### config.mk
export PLATFORM = sky130hd
export DESIGN_NAME = avmm_rom_responder
export DESIGN_NICKNAME = d
export VERILOG_FILES = /design/src/rtl/avmm_pkg.sv /design/src/rtl/avmm_rom.sv /design/src/rtl/avmm_rom_responder.sv
export SDC_FILE = /design/constraint.sdc
export NUM_CORES = 1
export LEC_CHECK = 0
export BUFFER_PORTS_ARGS = -buffer_cell sky130_fd_sc_hd__buf_2
export CORE_AREA = 8 8 116 118
export DETAILED_ROUTE_END_ITERATION = 8
export DIE_AREA = 0 0 124 126
export PLACE_DENSITY = 0.46
export SLEW_MARGIN = 20
export SYNTH_ARGS = -nofsm -noshare
export SYNTH_HDL_FRONTEND = slang
export SYNTH_SLANG_ARGS = --single-unit
### constraint.sdc
create_clock -name clk -period 4.4 [get_ports clk]
set_clock_uncertainty 0.05 [all_clocks]
set_input_delay 0.88 -clock clk [delete_from_list [all_inputs] [get_ports clk]]
set_output_delay 0.88 -clock clk [all_outputs]
set_load 0.02 [all_outputs]
### src/rtl/avmm_pkg.sv
// Shared types and default ROM contents for the Avalon-MM ROM responder.
package avmm_pkg;

  typedef enum logic [2:0] {
    IDLE,
    STALL,
    ACCEPT,
    LAT,
    RESP
  } state_t;

  // Width of the shared stall/latency down-counter.
  localparam int CNT_W = 16;

  // Default byte j of word i: 8*i + j + 1, wrapping at 256.
  function automatic logic [7:0] avmm_default_byte(input int i, input int j);
    int v;
    v = 8 * i + j + 1;
    return v[7:0];
  endfunction

  // Default 64-bit word for index i, byte 0 in the least significant lane.
  function automatic logic [63:0] avmm_default_word(input int i);
    logic [63:0] w;
    w = '0;
    for (int j = 0; j < 8; j++) begin
      w[8*j +: 8] = avmm_default_byte(i, j);
    end
    return w;
  endfunction

endpackage

### src/rtl/avmm_rom.sv
// Synchronous-read ROM (DEPTH x DATA_WIDTH) whose output register doubles as
// the responder's readdata register: it loads only when enabled and can be
// forced to zero for out-of-range reads.
module avmm_rom
  import avmm_pkg::*;
#(
  parameter int    DATA_WIDTH = 64,
  parameter int    DEPTH      = 16,
  parameter int    AW         = 4,
  parameter string INIT_FILE  = ""
) (
  input  logic                  clk,
  input  logic                  rst_n,
  input  logic                  i_en,
  input  logic                  i_zero,
  input  logic [AW-1:0]         i_addr,
  output logic [DATA_WIDTH-1:0] o_data
);

  logic [DATA_WIDTH-1:0] r_mem [DEPTH];
  logic [DATA_WIDTH-1:0] r_data;

  // Contents are the constant byte pattern from the package.
  always_comb begin
    for (int k = 0; k < DEPTH; k++) begin
      for (int j = 0; j < DATA_WIDTH / 8; j++) begin
        r_mem[k][8*j +: 8] = avmm_default_byte(k, j);
      end
    end
  end

  // Registered read port; holds its value between enabled reads.
  always_ff @(posedge clk or negedge rst_n) begin
    if (!rst_n) begin
      r_data <= '0;
    end else if (i_en) begin
      r_data <= i_zero ? '0 : r_mem[i_addr];
    end
  end

  assign o_data = r_data;

endmodule

### src/rtl/avmm_rom_responder.sv
// Avalon-MM read-only responder: programmable waitrequest stall, fixed read
// latency, one outstanding read. Out-of-range addresses return zero data.
module avmm_rom_responder
  import avmm_pkg::*;
#(
  parameter int    DATA_WIDTH   = 64,
  parameter int    DEPTH        = 16,
  parameter int    WAIT_CYCLES  = 2,
  parameter int    READ_LATENCY = 1,
  parameter string INIT_FILE    = ""
) (
  input  logic                  clk,
  input  logic                  rst_n,
  input  logic [31:0]           address,
  input  logic                  read,
  output logic [DATA_WIDTH-1:0] readdata,
  output logic                  readdatavalid,
  output logic                  waitrequest
);

  localparam int AW = (DEPTH > 1) ? $clog2(DEPTH) : 1;

  state_t              r_state;
  logic [CNT_W-1:0]    r_cnt;
  logic [31:0]         r_addr;
  logic                r_waitrequest;
  logic                r_readdatavalid;

  logic [31:0]         w_rsp_addr;
  logic                w_in_range;
  logic                w_rom_en;
  logic [DATA_WIDTH-1:0] w_rom_data;

  // The ROM is read on the edge that enters RESP: straight from ACCEPT (live
  // address) when the latency is one cycle, otherwise from the end of LAT
  // (captured address).
  assign w_rsp_addr = (r_state == ACCEPT) ? address : r_addr;
  assign w_in_range = (w_rsp_addr < 32'(DEPTH));
  assign w_rom_en   = ((r_state == ACCEPT) && read && (READ_LATENCY == 1)) ||
                      ((r_state == LAT) && (r_cnt == '0));

  avmm_rom #(
    .DATA_WIDTH (DATA_WIDTH),
    .DEPTH      (DEPTH),
    .AW         (AW),
    .INIT_FILE  (INIT_FILE)
  ) u_rom (
    .clk    (clk),
    .rst_n  (rst_n),
    .i_en   (w_rom_en),
    .i_zero (!w_in_range),
    .i_addr (w_rsp_addr[AW-1:0]),
    .o_data (w_rom_data)
  );

  // Handshake FSM with registered waitrequest/readdatavalid; one counter is
  // shared by the stall and latency phases since they never overlap.
  always_ff @(posedge clk or negedge rst_n) begin
    if (!rst_n) begin
      r_state         <= IDLE;
      r_cnt           <= '0;
      r_addr          <= '0;
      r_waitrequest   <= 1'b1;
      r_readdatavalid <= 1'b0;
    end else begin
      case (r_state)
        IDLE: begin
          r_readdatavalid <= 1'b0;
          if (read) begin
            if (WAIT_CYCLES == 0) begin
              r_state       <= ACCEPT;
              r_waitrequest <= 1'b0;
            end else begin
              r_state       <= STALL;
              r_cnt         <= CNT_W'(WAIT_CYCLES - 1);
              r_waitrequest <= 1'b1;
            end
          end else begin
            r_waitrequest <= 1'b1;
          end
        end
        STALL: begin
          if (!read) begin
            r_state       <= IDLE;
            r_waitrequest <= 1'b1;
          end else if (r_cnt == '0) begin
            r_state       <= ACCEPT;
            r_waitrequest <= 1'b0;
          end else begin
            r_cnt <= r_cnt - 1'b1;
          end
        end
        ACCEPT: begin
          r_waitrequest <= 1'b1;
          if (read) begin
            r_addr <= address;
            if (READ_LATENCY == 1) begin
              r_state         <= RESP;
              r_readdatavalid <= 1'b1;
            end else begin
              r_state <= LAT;
              r_cnt   <= CNT_W'(READ_LATENCY - 2);
            end
          end else begin
            r_state <= IDLE;
          end
        end
        LAT: begin
          if (r_cnt == '0) begin
            r_state         <= RESP;
            r_readdatavalid <= 1'b1;
          end else begin
            r_cnt <= r_cnt - 1'b1;
          end
        end
        RESP: begin
          r_state         <= IDLE;
          r_readdatavalid <= 1'b0;
          r_waitrequest   <= 1'b1;
        end
        default: begin
          r_state         <= IDLE;
          r_readdatavalid <= 1'b0;
          r_waitrequest   <= 1'b1;
        end
      endcase
    end
  end

  assign readdata      = w_rom_data;
  assign readdatavalid = r_readdatavalid;
  assign waitrequest   = r_waitrequest;

endmodule

# ---- After elaboration in Yosys (flattened, before gate mapping)
# Memory sizes are Yosys's and may differ from the RTL's.
# Index checks and enable logic that the tools add are counted.
dict set report totals {
  regBits 117
  mem_bits_ro 1024
  out_inout_bits 66
  wordCells 52
  mem_count 1
}
dict set report op_classes {
  add_sub_neg 1
  n_lt_le_gt_ge 2
  eq_ne 8
  muxes 20
  n_bitwise 3
  n_reduce_logical 11
}
# name depth word_bits read_ports rd_ports_with_merged_regs wr line_no
set memory_table {}
lappend memory_table {{(name not given)} 16 64 1 0 0 avmm_rom.sv:37} ;# r_data <= i_zero ? '0 : r_mem[i_addr];
# operator count
set ops {}
lappend ops {{64-bit 2-to-1 mux} 3}
lappend ops {{16-bit 2-to-1 mux} 3}
lappend ops {{16-bit case mux with 3 select lines} 1}
lappend ops {{32-bit by 5-bit less-than comparator with 1-bit output (second input constant)} 1}
lappend ops {{32-bit 2-to-1 mux} 1}
lappend ops {{16-bit logical NOT} 1}
lappend ops {{16-bit by 1-bit subtractor with 16-bit output (second input constant)} 1}
lappend ops {{3-bit 2-to-1 mux} 5}
lappend ops {{3-bit case mux with 4 select lines} 1}
lappend ops {{3-bit AND reduction} 3}
lappend ops {{3-bit by 2-bit equality test with 1-bit output (second input constant)} 2}
lappend ops {{2-bit inequality test (second input constant)} 3}
lappend ops {{5-bit greater-or-equal comparator (second input constant)} 1}
lappend ops {{4-bit inverter with 5-bit output} 1}
lappend ops {{1-bit 2-to-1 mux} 4}
lappend ops {{2-bit AND reduction} 2}
lappend ops {{3-bit by 1-bit equality test with 1-bit output (second input constant)} 1}
lappend ops {{3-bit logical NOT} 1}
lappend ops {{3-bit inequality test (second input constant)} 1}
lappend ops {{1-bit case mux with 3 select lines} 1}
lappend ops {{3-bit nonzero test} 1}
lappend ops {{1-bit logical AND} 2}
lappend ops {{2-bit by 1-bit inequality test with 1-bit output (second input constant)} 1}
lappend ops {{1-bit inverter} 2}
lappend ops {{2 further kinds} 2}

# ---- Longest topological paths before layout
dict set report depth {
  ltp_word 7
  depth_mapped 9
  ltp_nobuf 8
}

# ---- By module
# Synthesis repeated with hierarchy kept, for this count alone.
dict set report hier_totals {
  cells_unflattened 322
  area_unflattened_um2 3464.6
}
# mod n_inst cells_each area_per_inst_um2 seq_area_each_um2
set modules_own_cells {}
lappend modules_own_cells {avmm_rom_responder 1 224 2581.2 1327.5}
lappend modules_own_cells {avmm_rom 1 98 883.3 250.2}

# ---- Worst setup path before layout
# OpenSTA, ideal clock, no wires.
dict set report synth_path {
  path_kind {input port to flip-flop}
  startpoint {in read}
  endpoint {reg r_cnt[8]}
  setup_time_ns 0.066
  arrival_ns 1.820
  slack_ns 2.464
  path_stages 5
  cell_sequence {mux2i_2 nor2_4 nand3_2 or4_1 nand2_1}
}
dict set report synth_via {
  elab_chain_cells 2
  word_cells_on_any_way 3
  classes_between {eq/ne (2); reduce/logical (1)}
}
# element line_no
set synth_lines {}
lappend synth_lines {{from (decl)} avmm_rom_responder.sv:15} ;# input logic read,
lappend synth_lines {{2-bit inequality test (no source line)} n/a}
lappend synth_lines {{3-bit AND reduction (no source line) *} n/a}
lappend synth_lines {{to (signal assigned)} avmm_rom_responder.sv:75} ;# r_cnt <= CNT_W'(WAIT_CYCLES - 1);
lappend synth_lines {{to (signal assigned)} avmm_rom_responder.sv:90} ;# r_cnt <= r_cnt - 1'b1;
lappend synth_lines {{to (signal assigned)} avmm_rom_responder.sv:102} ;# r_cnt <= CNT_W'(READ_LATENCY - 2);
lappend synth_lines {{to (decl)} avmm_rom_responder.sv:24} ;# logic [CNT_W-1:0] r_cnt;
# Mark *: on every way between the ends. The rest lies on a longest branch, timed or not.
# A chain may end at the register's enable or synchronous reset.

# ---- Worst setup path in the final report
dict set report layout_path {
  startpoint {reg r_cnt[0]}
  endpoint {reg u_rom.r_data[50], in the netlist u_rom.o_data[50]}
}
dict set report layout_via {
  elab_chain_cells 3
}
# element line_no
set layout_lines {}
lappend layout_lines {{16-bit logical NOT} avmm_rom_responder.sv:40} ;# ((r_state == LAT) && (r_cnt == '0));
lappend layout_lines {{1-bit logical AND} avmm_rom_responder.sv:40}
lappend layout_lines {{1-bit logical OR} avmm_rom_responder.sv:39} ;# assign w_rom_en = ((r_state == ACCEPT) && read && (READ_LATENCY == 1)) ||
lappend layout_lines {{to (signal assigned)} avmm_rom.sv:37}
lappend layout_lines {{to (decl)} avmm_rom.sv:21} ;# logic [DATA_WIDTH-1:0] r_data;
# No other way between the ends.

==> impl_results.rst <==
.. list-table::
   :header-rows: 1

   * - Metric
     - Value
   * - Final min period
     - 2.34 ns
   * - TritonCTS clock tree
     - done
   * - Commonest non-fill, non-tap cells in the layout
     - buf_2 (81), dfrtp_1 (62), mux2_2 (33)
   * - Clk pin slew, worst setup/hold paths
     - ~0.06 ns
   * - Antenna violations before repair
     - 0
   * - I/O pin cnt
     - between 100 and 150
   * - Worst Max-Slew Pin Slew
     - 0.895 ns
   * - Synthesized area
     - 3390 sq um
   * - Most common library cell in the layout ignoring fill and taps
     - buf_2
   * - Number of search-and-repair iterations in the first detailed-routing pass
     - 4
   * - Fraction of synthesized cell area taken by the top area cell type
     - 45.7%
   * - Max-Cap Viols
     - 0
   * - Synth Warn #
     - 0
   * - P&R area growth vs syn
     - 15.4%
   * - P_leak
     - 1.92 nW
   * - DP Wirelength
     - between 5000 and 6000 microns
   * - Largest net degree at the start of global routing
     - 36
   * - Max-slew violation count
     - 0
   * - #FFs+latches synth
     - 63
   * - Critical path required time
     - 4.56 ns
   * - Flop pwr share
     - 38.5%
   * - Die Wd
     - between 100 and 150 microns
   * - Fraction of power consumed by the clock network
     - about 29%
   * - Syn Inst Count
     - 310
   * - First-pass GRT wire length
     - 11800 microns
   * - Via count of the first global-routing pass
     - 2455
   * - Final total power
     - around 2.4 mW
   * - Worst Path Class, Setup
     - reg -> reg
   * - Resize count post-CTS
     - 0
   * - Cell type contributing the most total cell area after synthesis
     - dfrtp_1
   * - Final number of setup-violating endpoints
     - 0
   * - Int Power
     - 1.56 mW
   * - Global-route congestion overflow total
     - 0
   * - Relative max-transition margin
     - around two fifths
   * - Share of synthesized flip-flops with an asynchronous set or reset
     - 100%
   * - Power density over cell area
     - 623 nW/um^2
   * - PortBufs
     - 81
   * - Clock root buffer master
     - clkbuf_16
   * - Peak VDD IR
     - 194 uV
   * - Routability congestion estimate
     - 0.711
   * - Placed cell area
     - around 3600 sq um
   * - Net switching share of the total power
     - 36.0%
   * - Worst slack, placed
     - 2.07 ns
   * - Startpoint Class
     - flop
   * - Hold Path Cell Cnt
     - 2
   * - Avg Synthesized Cell Area
     - 10.9 sq um
   * - Count of flip-flops with a built-in enable after synthesis
     - 0
   * - Comb power frac
     - 32.9%
   * - Category of the worst setup path capture point
     - flop
   * - Largest fanout on the critical path
     - 14
   * - Number of post-CTS setup repair buffers
     - 0
   * - Max clock buf depth
     - 2
   * - Top achievable clock speed
     - about 0.43 GHz
   * - Non-filler cells in the finished layout
     - between 500 and 600
   * - DRT iter0 DRCs
     - between 90 and 100
   * - Count of hold-fix buffers inserted at cts
     - 0
   * - Die Area
     - 15600 sq um
   * - Clk sinks
     - 63
   * - Number of remaining DRC errors
     - 0
   * - Top flip-flop cell by instance count after synthesis
     - dfrtp_1
   * - Post-DR wirelength/cell
     - roughly 14 microns
   * - Depth of the worst register-to-register path
     - 7
   * - Max H-tree Level
     - 3
   * - Fraction of layout cells with a size suffix above 1
     - 41.0%
   * - Number of hold violations in the final report
     - 0
   * - Row count
     - 40
   * - Final total negative setup slack
     - 0 ns
   * - Via total after detailed routing
     - 2346
   * - Part of the Yosys area used for sequential elements
     - between 40% and 50%
   * - Dpl cells
     - 497
   * - Nets
     - 400
   * - Setup ws final
     - between 2 and 2.5 ns
   * - Clock latency at the later pin of the worst-skew pair
     - between 0.3 and 0.4 ns
   * - Core ar.
     - 11700 sq um
   * - Cell types with the largest area share after synthesis
     - dfrtp_1 (46%), buf_4 (12%), mux2_2 (11%), nor4_1 (3.1%), nand2_1 (2.4%)
   * - Synth unique cells
     - 49
   * - Tightest Hold Check Type
     - reg -> reg
   * - Share of the clock period used by the worst path
     - 53.1%
   * - Critical Path AT
     - 2.49 ns
   * - Routed Antenna Nets
     - 0
   * - Final non-filler cell area
     - approximately 4000 sq um
   * - Net load switching power
     - 0.880 mW
   * - Unrepaired setup endpoints after global routing
     - no
   * - Num CTS Buffers
     - 9
   * - Total Routed Length
     - 7230 microns
   * - Overall die height
     - 126 microns
   * - Starting density of the core
     - 29.0%
   * - ANT cells
     - 0
   * - Vias per cell
     - 4.57
   * - Run status
     - finished, final reports clean
   * - Total GRT Usage
     - 9.35%
==> flip-flops by register name (all words and copies together), names as in the netlist <==
name / count
waitrequest: 1
r_state: 3
r_addr: 32
u_rom.o_data: 10
readdatavalid: 1
r_cnt: 16
==> worst paths after layout <==
kind	from	to	slack (ns)
setup reg to reg	r_cnt[0]$_DFFE_PN0P_	u_rom.o_data[50]$_DFFE_PN0P_	2.06
max in group asynchronous	rst_n	r_addr[3]$_DFFE_PN0P_	2.83
hold / removal	u_rom.o_data[60]$_DFFE_PN0P_	u_rom.o_data[60]$_DFFE_PN0P_	0.42
hold reg to reg	u_rom.o_data[60]$_DFFE_PN0P_	u_rom.o_data[60]$_DFFE_PN0P_	0.42
setup / recovery	r_cnt[0]$_DFFE_PN0P_	u_rom.o_data[50]$_DFFE_PN0P_	2.06
min in group asynchronous	rst_n	r_addr[8]$_DFFE_PN0P_	0.59
==> per-layer routing <==
metal / GRT usage, % / vias to the layer above / part of all wire [%]
met5: 0 / - / 0
met4: 2.73 / 0 / 0.87
met3: 3.49 / 8 / 9.3
met2: 14.9 / 87 / 45
met1: 11.5 / 1122 / 44
li1: - / 1129 / -
==> power groups by stage <==
stage	combinational [mW]	clock, mW	sequential [mW]
final	0.802	0.699	0.940
after global routing	0.900	0.746	0.970
after global placement	0.810	0	0.946
after detailed placement	0.813	0	0.949
after floorplan	0.680	0	0.925
after CTS	0.818	0.725	0.941
==> synth_stat cells (3+ instances only) <==
library cell / n
a21oi_1: 8
buf_2: 3
buf_4: 54
dfrtp_1: 62
ha_1: 4
inv_1: 4
mux2_2: 33
mux2i_1: 3
nand2_1: 22
nand3_1: 9
nand4_1: 8
nor2_1: 17
nor4_1: 17
o21ai_0: 8
o21ai_1: 3
o21ai_2: 4
or3_1: 4
xor2_1: 7
==> kinds of logic after synthesis <==
logic type | after synthesis | synth area share, %
xor+xnor | 7 | 1.81
mux | 38 | 12.6
compound gates | 32 | 6.08
buf+inv | 66 | 14.2
other cells | 1 | 0.111
fa+ha+maj | 4 | 1.47
flops | 63 | 46.5
simple gates | 99 | 17.3
==> metrics by stage <==
stage               utilization (%)  hold WS, ns
finish                         33.4        0.422
global placement               30.9        0.417
detailed placement             30.9        0.419
floorplan                         -        0.427
CTS                            33.4        0.432
global route                   33.4        0.457
==> critical path, stage by stage, from the launching register on <==
cell and delay [ns]:
dfrtp_1 0.40, inv_1 0.09, ha_1 0.14, nor4b_2 0.22
nand4_2 0.37, o22a_1 0.51, clkinv_8 0.12, mux2_1 0.31
==> final cells by class <==
type                            count  area (sq um)
Multi-Input combinational cell    199          1400
Tap cell                          147           184
Sequential cell                    63          1580
Inverter                            5          31.3
Clock buffer                        9           225
Fill cell                        1221          7800
Timing Repair Buffer               83           420
Clock inverter                      7          72.6
(Power assumes the default switching activity.)
